--- src/rtl/pwm_capture_if.sv ---
// ============================================================================
// Module   : pwm_capture_if
// Brief    : Signal bundle between a PWM source/consumer and pwm_capture.
//            The slave modport is the capture block; the master modport is
//            whatever drives the PWM input and reads the results.
// Revision : 1.0 - initial release
// ============================================================================
`default_nettype none

interface pwm_capture_if #(
    parameter int CNT_W = 12
);
    logic             pwm_in;
    logic             en;
    logic [CNT_W-1:0] period_out;
    logic [CNT_W-1:0] high_out;
    logic [6:0]       duty_out;
    logic             valid;
    logic             overrun;
    logic             timeout;

    modport master (
        output pwm_in, en,
        input  period_out, high_out, duty_out, valid, overrun, timeout
    );

    modport slave (
        input  pwm_in, en,
        output period_out, high_out, duty_out, valid, overrun, timeout
    );
endinterface

`default_nettype wire

--- src/rtl/pwm_capture.sv ---
// ============================================================================
// Module   : pwm_capture
// Brief    : Measures period, high time and integer duty percentage of an
//            asynchronous PWM input, all in clk cycles. A background
//            restoring divider computes duty while the next period is timed.
//            Optional deglitch filter: define PWM_CAP_FILTER_EN.
// Revision : 1.0 - initial release
// ============================================================================
`default_nettype none

module pwm_capture #(
    parameter int CNT_W    = 12,
    parameter int FILT_LEN = 3
) (
    input  wire logic   clk,
    input  wire logic   rst_n,
    pwm_capture_if.slave bus
);

    localparam int               NUM_W   = CNT_W + 7;
    localparam int               ITER_W  = $clog2(NUM_W);
    localparam logic [ITER_W-1:0] LAST_IT = ITER_W'(NUM_W - 1);
    localparam logic [CNT_W-1:0] CNT_MAX = {CNT_W{1'b1}};

    typedef enum logic [1:0] {
        ST_IDLE = 2'd0,
        ST_ARM  = 2'd1,
        ST_MEAS = 2'd2
    } state_t;

    state_t state, next_state;

    logic sync1, sync2, s, s_d;
    logic rise, fall;

    logic [CNT_W-1:0] cnt;
    logic [CNT_W-1:0] high_cap;

    // FSM control strobes
    logic cnt_clr, cnt_one, cnt_inc, cap_high, launch, drop, set_timeout;

    // Divider state
    logic              div_busy;
    logic [ITER_W-1:0] div_iter;
    logic [NUM_W-1:0]  div_acc;
    logic [CNT_W-1:0]  div_rem;
    logic [CNT_W-1:0]  div_period;
    logic [CNT_W-1:0]  div_high;
    logic              div_idle;
    logic              div_finish;

    logic [NUM_W-1:0]  num;
    logic [CNT_W:0]    div_shift;
    logic [CNT_W-1:0]  div_diff;
    logic              div_ge;
    logic [CNT_W-1:0]  rem_next;
    logic [NUM_W-1:0]  acc_next;
    logic [6:0]        duty_sat;

    // Result registers
    logic [CNT_W-1:0] period_reg, high_reg;
    logic [6:0]       duty_reg;
    logic             valid_reg, overrun_reg, timeout_reg;

    // Reject a filter length that could never let the filtered signal change.
    generate
        if (FILT_LEN < 1) begin : g_bad_filt_len
            $error("pwm_capture: FILT_LEN must be at least 1");
        end
    endgenerate

    // Two-flop synchronizer plus the one-cycle delay used for edge detection.
    always_ff @(posedge clk) begin
        if (!rst_n) begin
            sync1 <= 1'b0;
            sync2 <= 1'b0;
            s_d   <= 1'b0;
        end else begin
            sync1 <= bus.pwm_in;
            sync2 <= sync1;
            s_d   <= s;
        end
    end

`ifdef PWM_CAP_FILTER_EN
    localparam int FCNT_W = (FILT_LEN > 1) ? $clog2(FILT_LEN) : 1;

    logic [FCNT_W-1:0] filt_cnt;
    logic              filt_s;

    // Accept a new level only after it has held for FILT_LEN consecutive cycles.
    always_ff @(posedge clk) begin
        if (!rst_n) begin
            filt_s   <= 1'b0;
            filt_cnt <= '0;
        end else if (sync2 == filt_s) begin
            filt_cnt <= '0;
        end else if (filt_cnt == FCNT_W'(FILT_LEN - 1)) begin
            filt_s   <= sync2;
            filt_cnt <= '0;
        end else begin
            filt_cnt <= filt_cnt + 1'b1;
        end
    end

    assign s = filt_s;
`else
    assign s = sync2;
`endif

    assign rise = s & ~s_d;
    assign fall = ~s & s_d;

    // A finished divide still owns its result for the valid cycle.
    assign div_idle   = ~div_busy & ~valid_reg;
    assign div_finish = bus.en & div_busy & (div_iter == LAST_IT);

    // FSM state register.
    always_ff @(posedge clk) begin
        if (!rst_n) state <= ST_IDLE;
        else        state <= next_state;
    end

    // Next-state and datapath strobes; en low forces IDLE from anywhere.
    always_comb begin
        next_state  = state;
        cnt_clr     = 1'b0;
        cnt_one     = 1'b0;
        cnt_inc     = 1'b0;
        cap_high    = 1'b0;
        launch      = 1'b0;
        drop        = 1'b0;
        set_timeout = 1'b0;
        if (!bus.en) begin
            next_state = ST_IDLE;
            cnt_clr    = 1'b1;
        end else begin
            case (state)
                ST_IDLE: begin
                    next_state = ST_ARM;
                    cnt_clr    = 1'b1;
                end
                ST_ARM: begin
                    if (rise) begin
                        next_state = ST_MEAS;
                        cnt_one    = 1'b1;
                    end
                end
                ST_MEAS: begin
                    if (rise) begin
                        cnt_one = 1'b1;
                        if (div_idle) launch = 1'b1;
                        else          drop   = 1'b1;
                    end else begin
                        cap_high = fall;
                        if (cnt == CNT_MAX) begin
                            set_timeout = 1'b1;
                            cnt_clr     = 1'b1;
                            next_state  = ST_ARM;
                        end else begin
                            cnt_inc = 1'b1;
                        end
                    end
                end
                default: next_state = ST_IDLE;
            endcase
        end
    end

    // Period counter and high-time capture; each rise opens a fresh period.
    always_ff @(posedge clk) begin
        if (!rst_n) begin
            cnt      <= '0;
            high_cap <= '0;
        end else begin
            if (cnt_clr)      cnt <= '0;
            else if (cnt_one) cnt <= CNT_W'(1);
            else if (cnt_inc) cnt <= cnt + 1'b1;

            if (cnt_clr || cnt_one) high_cap <= '0;
            else if (cap_high)      high_cap <= cnt;
        end
    end

    // One restoring-division step: shift in the next dividend bit, subtract if it fits.
    always_comb begin
        num       = NUM_W'(high_cap) * NUM_W'(100);
        div_shift = {div_rem, div_acc[NUM_W-1]};
        div_ge    = (div_shift >= {1'b0, div_period});
        div_diff  = div_shift[CNT_W-1:0] - div_period;
        rem_next  = div_ge ? div_diff : div_shift[CNT_W-1:0];
        acc_next  = {div_acc[NUM_W-2:0], div_ge};
        duty_sat  = (acc_next > NUM_W'(100)) ? 7'd100 : acc_next[6:0];
    end

    // Divider sequencing and result update; en low discards an in-flight divide.
    always_ff @(posedge clk) begin
        if (!rst_n) begin
            div_busy   <= 1'b0;
            div_iter   <= '0;
            div_acc    <= '0;
            div_rem    <= '0;
            div_period <= '0;
            div_high   <= '0;
            period_reg <= '0;
            high_reg   <= '0;
            duty_reg   <= '0;
            valid_reg  <= 1'b0;
        end else begin
            valid_reg <= 1'b0;
            if (!bus.en) begin
                div_busy <= 1'b0;
            end else if (launch) begin
                div_busy   <= 1'b1;
                div_iter   <= '0;
                div_acc    <= num;
                div_rem    <= '0;
                div_period <= cnt;
                div_high   <= high_cap;
            end else if (div_busy) begin
                div_acc  <= acc_next;
                div_rem  <= rem_next;
                div_iter <= div_iter + 1'b1;
                if (div_iter == LAST_IT) begin
                    div_busy   <= 1'b0;
                    valid_reg  <= 1'b1;
                    period_reg <= div_period;
                    high_reg   <= div_high;
                    duty_reg   <= duty_sat;
                end
            end
        end
    end

    // Sticky status flags: overrun clears when idle, timeout clears on a fresh result.
    always_ff @(posedge clk) begin
        if (!rst_n) begin
            overrun_reg <= 1'b0;
            timeout_reg <= 1'b0;
        end else begin
            if (!bus.en)   overrun_reg <= 1'b0;
            else if (drop) overrun_reg <= 1'b1;

            if (set_timeout)     timeout_reg <= 1'b1;
            else if (div_finish) timeout_reg <= 1'b0;
        end
    end

    assign bus.period_out = period_reg;
    assign bus.high_out   = high_reg;
    assign bus.duty_out   = duty_reg;
    assign bus.valid      = valid_reg;
    assign bus.overrun    = overrun_reg;
    assign bus.timeout    = timeout_reg;

endmodule

`default_nettype wire

--- src/flat_wrapper.sv ---
// flat-port wrapper written by rule: the top's interface ports become plain ports
module pwm_capture_flat 
#(
    parameter int CNT_W    = 12,
    parameter int FILT_LEN = 3
)
  (clk, rst_n, bus_pwm_in, bus_en, bus_period_out, bus_high_out, bus_duty_out, bus_valid, bus_overrun, bus_timeout);
  pwm_capture_if #(.CNT_W(CNT_W)) bus_i ();
  input  wire logic clk;
  input  wire logic rst_n;
  input wire logic [$bits(bus_i.pwm_in)-1:0] bus_pwm_in;
  input wire logic [$bits(bus_i.en)-1:0] bus_en;
  output wire logic [$bits(bus_i.period_out)-1:0] bus_period_out;
  output wire logic [$bits(bus_i.high_out)-1:0] bus_high_out;
  output wire logic [$bits(bus_i.duty_out)-1:0] bus_duty_out;
  output wire logic [$bits(bus_i.valid)-1:0] bus_valid;
  output wire logic [$bits(bus_i.overrun)-1:0] bus_overrun;
  output wire logic [$bits(bus_i.timeout)-1:0] bus_timeout;
  assign bus_i.pwm_in = bus_pwm_in;
  assign bus_i.en = bus_en;
  assign bus_period_out = bus_i.period_out;
  assign bus_high_out = bus_i.high_out;
  assign bus_duty_out = bus_i.duty_out;
  assign bus_valid = bus_i.valid;
  assign bus_overrun = bus_i.overrun;
  assign bus_timeout = bus_i.timeout;
  pwm_capture #(.CNT_W(CNT_W), .FILT_LEN(FILT_LEN)) u_core (.clk(clk), .rst_n(rst_n), .bus(bus_i));
endmodule
--- config.mk ---
export PLATFORM = sky130hd
export DESIGN_NAME = pwm_capture_flat
export DESIGN_NICKNAME = d
export VERILOG_FILES = /design/src/rtl/pwm_capture_if.sv /design/src/rtl/pwm_capture.sv /design/src/flat_wrapper.sv
export SDC_FILE = /design/constraint.sdc
export NUM_CORES = 1
export LEC_CHECK = 0
export CAP_MARGIN = 20
export CORE_MARGIN = 1.5
export CORE_UTILIZATION = 25
export CTS_CLUSTER_SIZE = 20
export DETAILED_ROUTE_END_ITERATION = 8
export HOLD_SLACK_MARGIN = 0.03
export PLACE_DENSITY = 0.49
export SETUP_SLACK_MARGIN = 0.05
export SLEW_MARGIN = 20
export SYNTH_ARGS = -nofsm -noshare
export SYNTH_HDL_FRONTEND = slang
export SYNTH_SLANG_ARGS = --single-unit
export TNS_END_PERCENT = 10
--- constraint.sdc ---
create_clock -name clk -period 6 [get_ports clk]
set_input_delay 1.2 -clock clk [delete_from_list [all_inputs] [get_ports clk]]
set_output_delay 1.2 -clock clk [all_outputs]
set_load 0.005 [all_outputs]
Word-level counts from Yosys, hierarchy flattened. Cells that the tools add are included.

Register bits: 124. Bits in latches: 0. RAM bits: 0. ROM bits: 0. Input bits: 4. Output and inout port bits: 34. Logic and storage cells: 103. Memories: 0.

Add/subtract/negate cells: 3. Multipliers: 1. Div/mod/pow operators: 0. Magnitude comparators: 2. Eq/ne operators: 7. Shift operators: 0. Multiplexer cells: 44. Bitwise gates (word level): 12. Reduce and logical (&&, ||, !) cells: 15.

Operator list (count): 19-bit 2-to-1 mux (2); 12-bit 2-to-1 mux (3); 1-bit 2-to-1 mux (31); 19-bit by 7-bit > comparator with 1-bit output, second input constant (1); 12-bit by 5-bit multiplier with 17-bit output, second input constant (1); 13-bit by 12-bit >= comparator with 1-bit output (1); 12-bit by 1-bit adder with 12-bit output, second input constant (1); 12-bit equality test, second input constant (1); 12-bit subtractor (1); 5-bit 2-to-1 mux (2); 7-bit 2-to-1 mux (1); 1-bit NOT (7); 2-bit 2-to-1 mux (3); 2-bit case mux with 3 select lines (1); 2-bit AND reduction (3); 2-bit nonzero test (3); 2-bit OR reduction (3); 5-bit by 1-bit adder with 5-bit output, second input constant (1); 1-bit AND (5); 5-bit equality test, second input constant (1); 2-bit by 1-bit != test with 1-bit output, second input constant (2); 4-bit AND reduction (1); 4-bit OR reduction (1); 3-bit AND reduction (1); 7 further kinds (7).

Depth between registers and ports, before layout. Gate-level depths: netlist of the first run.

Word-level depth: 8. Gate-level depth with buffers: 13. Mapped depth without buffers: 13.

Worst setup path after synthesis of the first run. No wires, ideal clock.

Path type: register to register. Start point: reg u_core.high_cap[6]. End point: reg u_core.div_acc[18]. Library setup time: 0.115 ns. Arrival: 2.921 ns. Data required time: 5.885 ns. Slack: 2.964 ns. Stages on the path, launching flop included: 12. Buffers on the path: 0. Clock period less this slack: 3.036 ns. Path through: dfxtp_1 ha_1 ha_1 inv_1 fa_1 inv_1 ha_1 a211o_1 o21ai_0 a211o_1 a31oi_1 o21a_1.

Cells in the longest elaborated chain, start to end: 2.

Ends and longest elaborated chain: from (decl) (RTL line pwm_capture.sv:37) `logic [CNT_W-1:0] high_cap;`; from (signal assigned) (RTL line pwm_capture.sv:181) `else if (cap_high) high_cap <= cnt;`; 12-bit by 5-bit multiplier with 17-bit output (RTL line pwm_capture.sv:187) `num = NUM_W'(high_cap) * NUM_W'(100);`; 19-bit 2-to-1 mux (RTL line pwm_capture.sv:213) `end else if (launch) begin`; to (signal assigned) (RTL line pwm_capture.sv:216) `div_acc <= num;`; to (signal assigned) (RTL line pwm_capture.sv:221) `div_acc <= acc_next;`; to (decl) (RTL line pwm_capture.sv:45) `logic [NUM_W-1:0] div_acc;`.

No other way between the ends. A chain may end at the register's enable or synchronous reset.

Worst setup path in the final report of the first run. Ends and elaborated chain as after synthesis.

==> results of run 1 <==
-- layout make-up --
cell class / count / share of cell area
Multi-Input combinational cell: 577 / 0.476
Sequential cell: 124 / 0.320
Timing Repair Buffer: 45 / 0.0554
Clock buffer: 18 / 0.0553
Tap cell: 330 / 0.0532
Inverter: 49 / 0.0237
Clock inverter: 14 / 0.0172
-- layer usage --
layer	GRT usage	vias to the layer above	part of all wire
met3	0.0306	14	0.028
met4	0.0380	0	0.0098
met1	0.172	2575	0.51
met2	0.206	67	0.45
met5	0	-	0
li1	-	2754	-
-- worst max path at each step --
stage	from	endpoint	slack [ns]	cells after the start
4_1_cts	u_core.high_cap[6]	u_core.div_acc[18]	2.47	11
3_3_place_gp	bus_en	u_core.div_acc[14]	2.21	9
3_5_place_dp	bus_en	u_core.div_acc[14]	2.26	9
2_1_floorplan	u_core.high_cap[6]	u_core.div_acc[18]	2.96	11
6_report	u_core.high_cap[6]	u_core.div_acc[18]	2.48	11
5_1_grt	u_core.high_cap[3]	u_core.div_acc[18]	2.15	11
-- cells by family (layout without fill, tap and decap cells) --
family,after synthesis,after routing,synth area share
AND/OR/NAND/NOR,291,291,0.202
AO/OA/AOI/OAI,175,175,0.167
flip-flops,124,124,0.383
buffers and inverters,80,126,0.0484
adder cells (fa/ha/maj),67,67,0.138
XOR/XNOR,31,31,0.0418
multiplexers,13,13,0.0201
-- Yosys cell counts, types with 3 or more instances --
| cell | count | area, um2 |
|---|---|---|
| a211oi_1 | 7 | 52.6 |
| a21o_1 | 6 | 45.0 |
| a21oi_1 | 89 | 445 |
| a221oi_1 | 3 | 26.3 |
| a22oi_1 | 13 | 97.6 |
| a31oi_1 | 9 | 56.3 |
| and2_1 | 6 | 37.5 |
| and3_4 | 3 | 33.8 |
| clkbuf_1 | 25 | 93.8 |
| dfxtp_1 | 124 | 2480 |
| fa_1 | 8 | 160 |
| ha_1 | 59 | 738 |
| inv_1 | 48 | 180 |
| mux2i_1 | 13 | 130 |
| nand2_1 | 176 | 661 |
| nand2b_1 | 6 | 37.5 |
| nand3_1 | 6 | 30.0 |
| nand4_1 | 11 | 68.8 |
| nand4b_1 | 4 | 35.0 |
| nor2_1 | 46 | 173 |
| nor2_2 | 4 | 25.0 |
| nor2b_1 | 9 | 56.3 |
| nor3_1 | 5 | 25.0 |
| nor4_1 | 4 | 25.0 |
| o21a_1 | 4 | 30.0 |
| o21ai_0 | 20 | 100 |
| o31ai_1 | 3 | 22.5 |
| xnor2_1 | 14 | 123 |
| xor2_1 | 17 | 149 |
-- power groups by stage --
stage	sequential, mW	combinational (mW)	clock [mW]
after floorplan	0.843	0.0150	0
after global placement	0.844	0.0236	0
after detailed placement	0.844	0.0235	0
after CTS	0.825	0.0236	1.00
after global routing	0.825	0.0256	1.05
final	0.826	0.0229	0.981
-- per-stage QoR --
| step | power, mW | std cells |
|---|---|---|
| final | 1.83 | 1157 |
| after detailed placement | 0.867 | 1125 |
| after CTS | 1.85 | 1157 |
| after global placement | 0.867 | 1125 |
| after floorplan | 0.858 | 781 |
| after global routing | 1.90 | 1157 |
-- worst reg2reg max path, delay by kind of cell (launching register included) --
kind                       cells  cell delay (ns)
adders and majority gates      4             1.41
AOI/OAI and AO/OA              4             1.36
DFF                            1             0.45
and+or+nand+nor                1             0.16
buffers and inverters          2             0.09
==> flow_summary.toml, run 1 <==
[yosys]
ys_async_sr_fraction = 0
ys_seq_elements = 124
ys_types = 59
synth_flop_cell = "dfxtp_1"
syn_area_mm2 = 0.00649
synth.net_count = 852
synth_edf_count = 0
seq_area_frac_synth = 0.383
syn_area_per_cell_um2 = 8.31
synth_cells = 781
yosysWarnings = 0

[final_layout]
finish.instance_area_mm2 = 0.00776
seqCellArea_mm2 = 0.00248
final_common_cell = "nand2_1"
syn2layout_area_growth_pct = 19.7
mostFrequentLayoutCells = "176 x nand2_1, 124 x dfxtp_1, 89 x a21oi_1"
multiInputGateArea_mm2 = 0.00369
drive_gt1_frac = 0.0677
post-route-util = 0.307
fillers = 2669
top_register = "u_core.div_acc"
n_antenna_cell = 0
final_nets = 885
largest_reg_flops = 19

[critical_path]
max_stage_delay_ns = 0.52
crit_buf_inv = 2
endpoint_kind = "flop"
reg2regPathDepth = 11
reg2reg_to = "u_core.div_acc[18]"
path_cells = "ha_1, ha_1, inv_1, fa_1, inv_1, ha_1, a211o_1, o21ai_0, nand4b_1, a31oi_1, o21a_1"
cp.arrival_ns = 3.88
required_ns = 6.36
r2r_slack_ns = 2.48
path_delay_family = "adder cells"
worstReg2RegStart = "u_core.high_cap[6]"
critPathMaxFanout = 5
worstSetupStartpointType = "flop"
slowest_stage = "o21ai_0"
worstSetupPathType = "flop to flop"
crit_top_cell = "ha_1"

[cts]
clockBufferDepth = 2
cts-buffers-inserted = 17
post_cts_buffers = 0
clockRootBuffer = "clkbuf_16"
clk_latency_ns = 0.42
clkSinkCount = 124
cts_tree = "built"
cts_htree_levels = 4
postCtsResizedCells = 0
holdBufCountCts = 0
clk_pin_slew_ns = 0.06

[pwr]
p_sw_uw = 422
ir_drop_mv = 0.204
power.internal_mw = 1.41
power_leakage_nw = 2.91
comb_power_share = 0.013
power.density_mw_per_mm2 = 236
swShare = 0.231
seqPwrFrac = 0.451
p_clk_frac = 0.536

[timing]
period_needed_ns = 3.52
fin_hold_ws_ns = 0.448
worst_pin_slew_ns = 0.973
slew-limit-headroom = 0.351
fin_ws_ns = 2.48
slew_viol_final = 0
setup_viol = 0
rsz0062_at_grt = "no"
totalNegativeSetupSlack_ns = 0
hold_violations = 0
period_share = 0.587
fmax_mhz = 284
clock_skew_ns = 0.0119

[placed_design]
globalplace.congestion = 0.807
hpwl_mm = 12.0
pre_cts_slack_ns = 2.26
port_buffers = 37
placed_area_mm2 = 0.00720

[die]
ios = 38
dieArea_mm2 = 0.0269
die_w_um = 164
die_y_um = 164
rows = 58
start_util = 0.256
core_area_mm2 = 0.0253

[drt]
firstDrtPassIters = 4
via_per_inst = 4.68
drt_iter0_markers = 409
routed_wl_mm = 16.6
drtAntennaViolNets = 0
drc = 0
vias = 5410
routedWlPerCell_um = 14.3

[grt]
antenna_found_initial = 0
grt_use_total = 0.129
grt_max_degree = 53
grt_overflow_total = 0
grt_pass1_vias = 5211
grt_pass1_wl_mm = 27.0

[flow_run]
max_cap_viol_count = 0

[min_path]
hold_path.class = "flop to flop"
whs_path_depth = 1
hp-start = "u_core.sync1"
whs_endpoint = "u_core.s"

[run_status]
outcome = "complete, no violations"
Note: power is estimated with default switching activity, not from simulation.
==> inputs of run 2 (changes only) <==
--- a/config.mk
+++ b/config.mk
@@ -11,7 +11,7 @@
 export CTS_CLUSTER_SIZE = 20
 export DETAILED_ROUTE_END_ITERATION = 8
 export HOLD_SLACK_MARGIN = 0.03
-export PLACE_DENSITY = 0.49
+export PLACE_DENSITY = 0.5
 export SETUP_SLACK_MARGIN = 0.05
 export SLEW_MARGIN = 20
 export SYNTH_ARGS = -nofsm -noshare
==> constraint.sdc (replaced) <==
create_clock -name clk -period 3.1 [get_ports clk]
set_input_delay 0.62 -clock clk [delete_from_list [all_inputs] [get_ports clk]]
set_output_delay 0.62 -clock clk [all_outputs]
set_load 0.005 [all_outputs]
==> flow_summary.toml, run 2 (same netlist as run 1, synthesis figures left out) <==
[run_status]
outcome = "complete, no violations"

[timing]
slew-limit-headroom = 0.414
slew_viol_final = 0
rsz0062_at_grt = "yes"
period_share = 0.961
setup_viol = 0
hold_violations = 0
period_needed_ns = 2.98
fin_hold_ws_ns = 0.433
clock_skew_ns = 0.00820
worst_pin_slew_ns = 0.876
fin_ws_ns = 0.122
fmax_mhz = 336

[die]
die_w_um = 164
die_y_um = 164
ios = 38
dieArea_mm2 = 0.0269
core_area_mm2 = 0.0253
start_util = 0.256
rows = 58

[critical_path]
path_delay_family = "adder cells"
max_stage_delay_ns = 0.40
crit_buf_inv = 2
worstReg2RegStart = "u_core.high_cap[1]"
crit_top_cell = "ha_4"
required_ns = 3.46
cp.arrival_ns = 3.34
crit_path_start = "u_core.high_cap[1]"
path_cells = "ha_1, ha_4, ha_4, inv_1, fa_2, nor2b_2, o21ai_2, a21oi_1, o21ai_1, buf_4, a211o_1, a31oi_1, o21a_1"
endpoint_kind = "flop"
r2r_slack_ns = 0.12
slowest_stage = "fa_2"
worstSetupStartpointType = "flop"
worstSetupPathType = "flop to flop"
critPathMaxFanout = 5

[cts]
clockBufferDepth = 2
clk_pin_slew_ns = 0.06
clk_latency_ns = 0.42
clkSinkCount = 124
cts_tree = "built"
cts-buffers-inserted = 17
clockRootBuffer = "clkbuf_16"
holdBufCountCts = 0
cts_htree_levels = 4

[grt]
grt_use_total = 0.129
antenna_found_initial = 0
grt_overflow_total = 0
grt_pass1_wl_mm = 27.1
grt_pass1_vias = 5243
grt_max_degree = 41

[flow_run]
max_cap_viol_count = 0

[final_layout]
fillers = 2668
mostFrequentLayoutCells = "176 x nand2_1, 117 x dfxtp_1, 88 x a21oi_1"
n_antenna_cell = 0
drive_gt1_frac = 0.125
final_common_cell = "nand2_1"
syn2layout_area_growth_pct = 26.5
post-route-util = 0.324
largest_reg_flops = 19
multiInputGateArea_mm2 = 0.00384
seqCellArea_mm2 = 0.00249
final_nets = 912
top_register = "u_core.div_acc"

[placed_design]
port_buffers = 37
globalplace.congestion = 0.819
pre_cts_slack_ns = -0.0554
hpwl_mm = 12.1

[drt]
routedWlPerCell_um = 14.1
drc = 0
routed_wl_mm = 16.7
vias = 5480
via_per_inst = 4.63
drtAntennaViolNets = 0
firstDrtPassIters = 4
drt_iter0_markers = 359

[min_path]
hold_path.class = "flop to flop"
hp-start = "u_core.sync1"

[pwr]
power_leakage_nw = 3.07
power.density_mw_per_mm2 = 464
ir_drop_mv = 0.409
[run 2: cell types whose count changed in the layout (fill, tap and decap cells not counted), moves of 2 or more]
cell / delta
bufinv_16: +3
dfxtp_2: +6
buf_4: +26
ha_4: +9
inv_6: -4
ha_1: -9
o21ai_1: +2
dfxtp_1: -7
o21ai_0: -4
clkbuf_8: +3
o21ai_2: +2
[run 2: repair_timing]
item,4_1_cts,5_1_grt
gates resized for setup,1,29
buffers inserted,1,1
setup endpoints to repair,3,6
pin swaps,2,13
hold endpoints to repair,0,0
[run 2: final cells by class]
class                           count  share of cell area
Timing Repair Buffer               72              0.0786
Sequential cell                   124               0.304
Clock inverter                     10              0.0197
Multi-Input combinational cell    577               0.468
Tap cell                          330              0.0503
Inverter                           49              0.0224
Clock buffer                       22              0.0578
[run 2: power by group]
| group | total, mW | switching (mW) | internal [mW] |
|---|---|---|---|
| logic | 0.0510 | 0.0364 | 0.0145 |
| registers | 1.60 | 0.00192 | 1.60 |
| clock network | 2.16 | 0.751 | 1.41 |
[run 2: worst paths after layout]
| check | endpoint | depth (start not counted) |
|---|---|---|
| min reg2reg | u_core.s | 1 |
| max reg2reg | u_core.div_acc[18] | 13 |
| max | u_core.div_acc[18] | 13 |
| min | u_core.s | 1 |
[run 2: layer usage]
metal	share of wire	track usage	up-vias
met4	0.0059	0.0368	0
met2	0.46	0.203	56
li1	-	-	2811
met1	0.51	0.176	2604
met3	0.028	0.0313	9
met5	0	0	-
[run 2: stage by stage]
| step | TNS, ns | instance area [um2] | std cells | total power [mW] |
|---|---|---|---|---|
| final | 0 | 8210 | 1184 | 3.81 |
| after global routing | 0 | 8210 | 1184 | 3.94 |
| after CTS | 0 | 8050 | 1183 | 3.86 |
| after detailed placement | -0.0779 | 7400 | 1150 | 1.68 |
| after global placement | 0 | 7400 | 1150 | 1.68 |
| after floorplan | 0 | 6490 | 781 | 1.66 |
==> inputs of run 3 (changes only) <==
--- a/config.mk
+++ b/config.mk
@@ -10,7 +10,7 @@
 export CORE_UTILIZATION = 25
 export CTS_CLUSTER_SIZE = 20
 export DETAILED_ROUTE_END_ITERATION = 8
-export HOLD_SLACK_MARGIN = 0.03
+export HOLD_SLACK_MARGIN = 0.05
 export PLACE_DENSITY = 0.5
 export SETUP_SLACK_MARGIN = 0.05
 export SLEW_MARGIN = 20
==> results of run 3 <==
The final DEF is identical to that of run 2; final timing and power are the same.
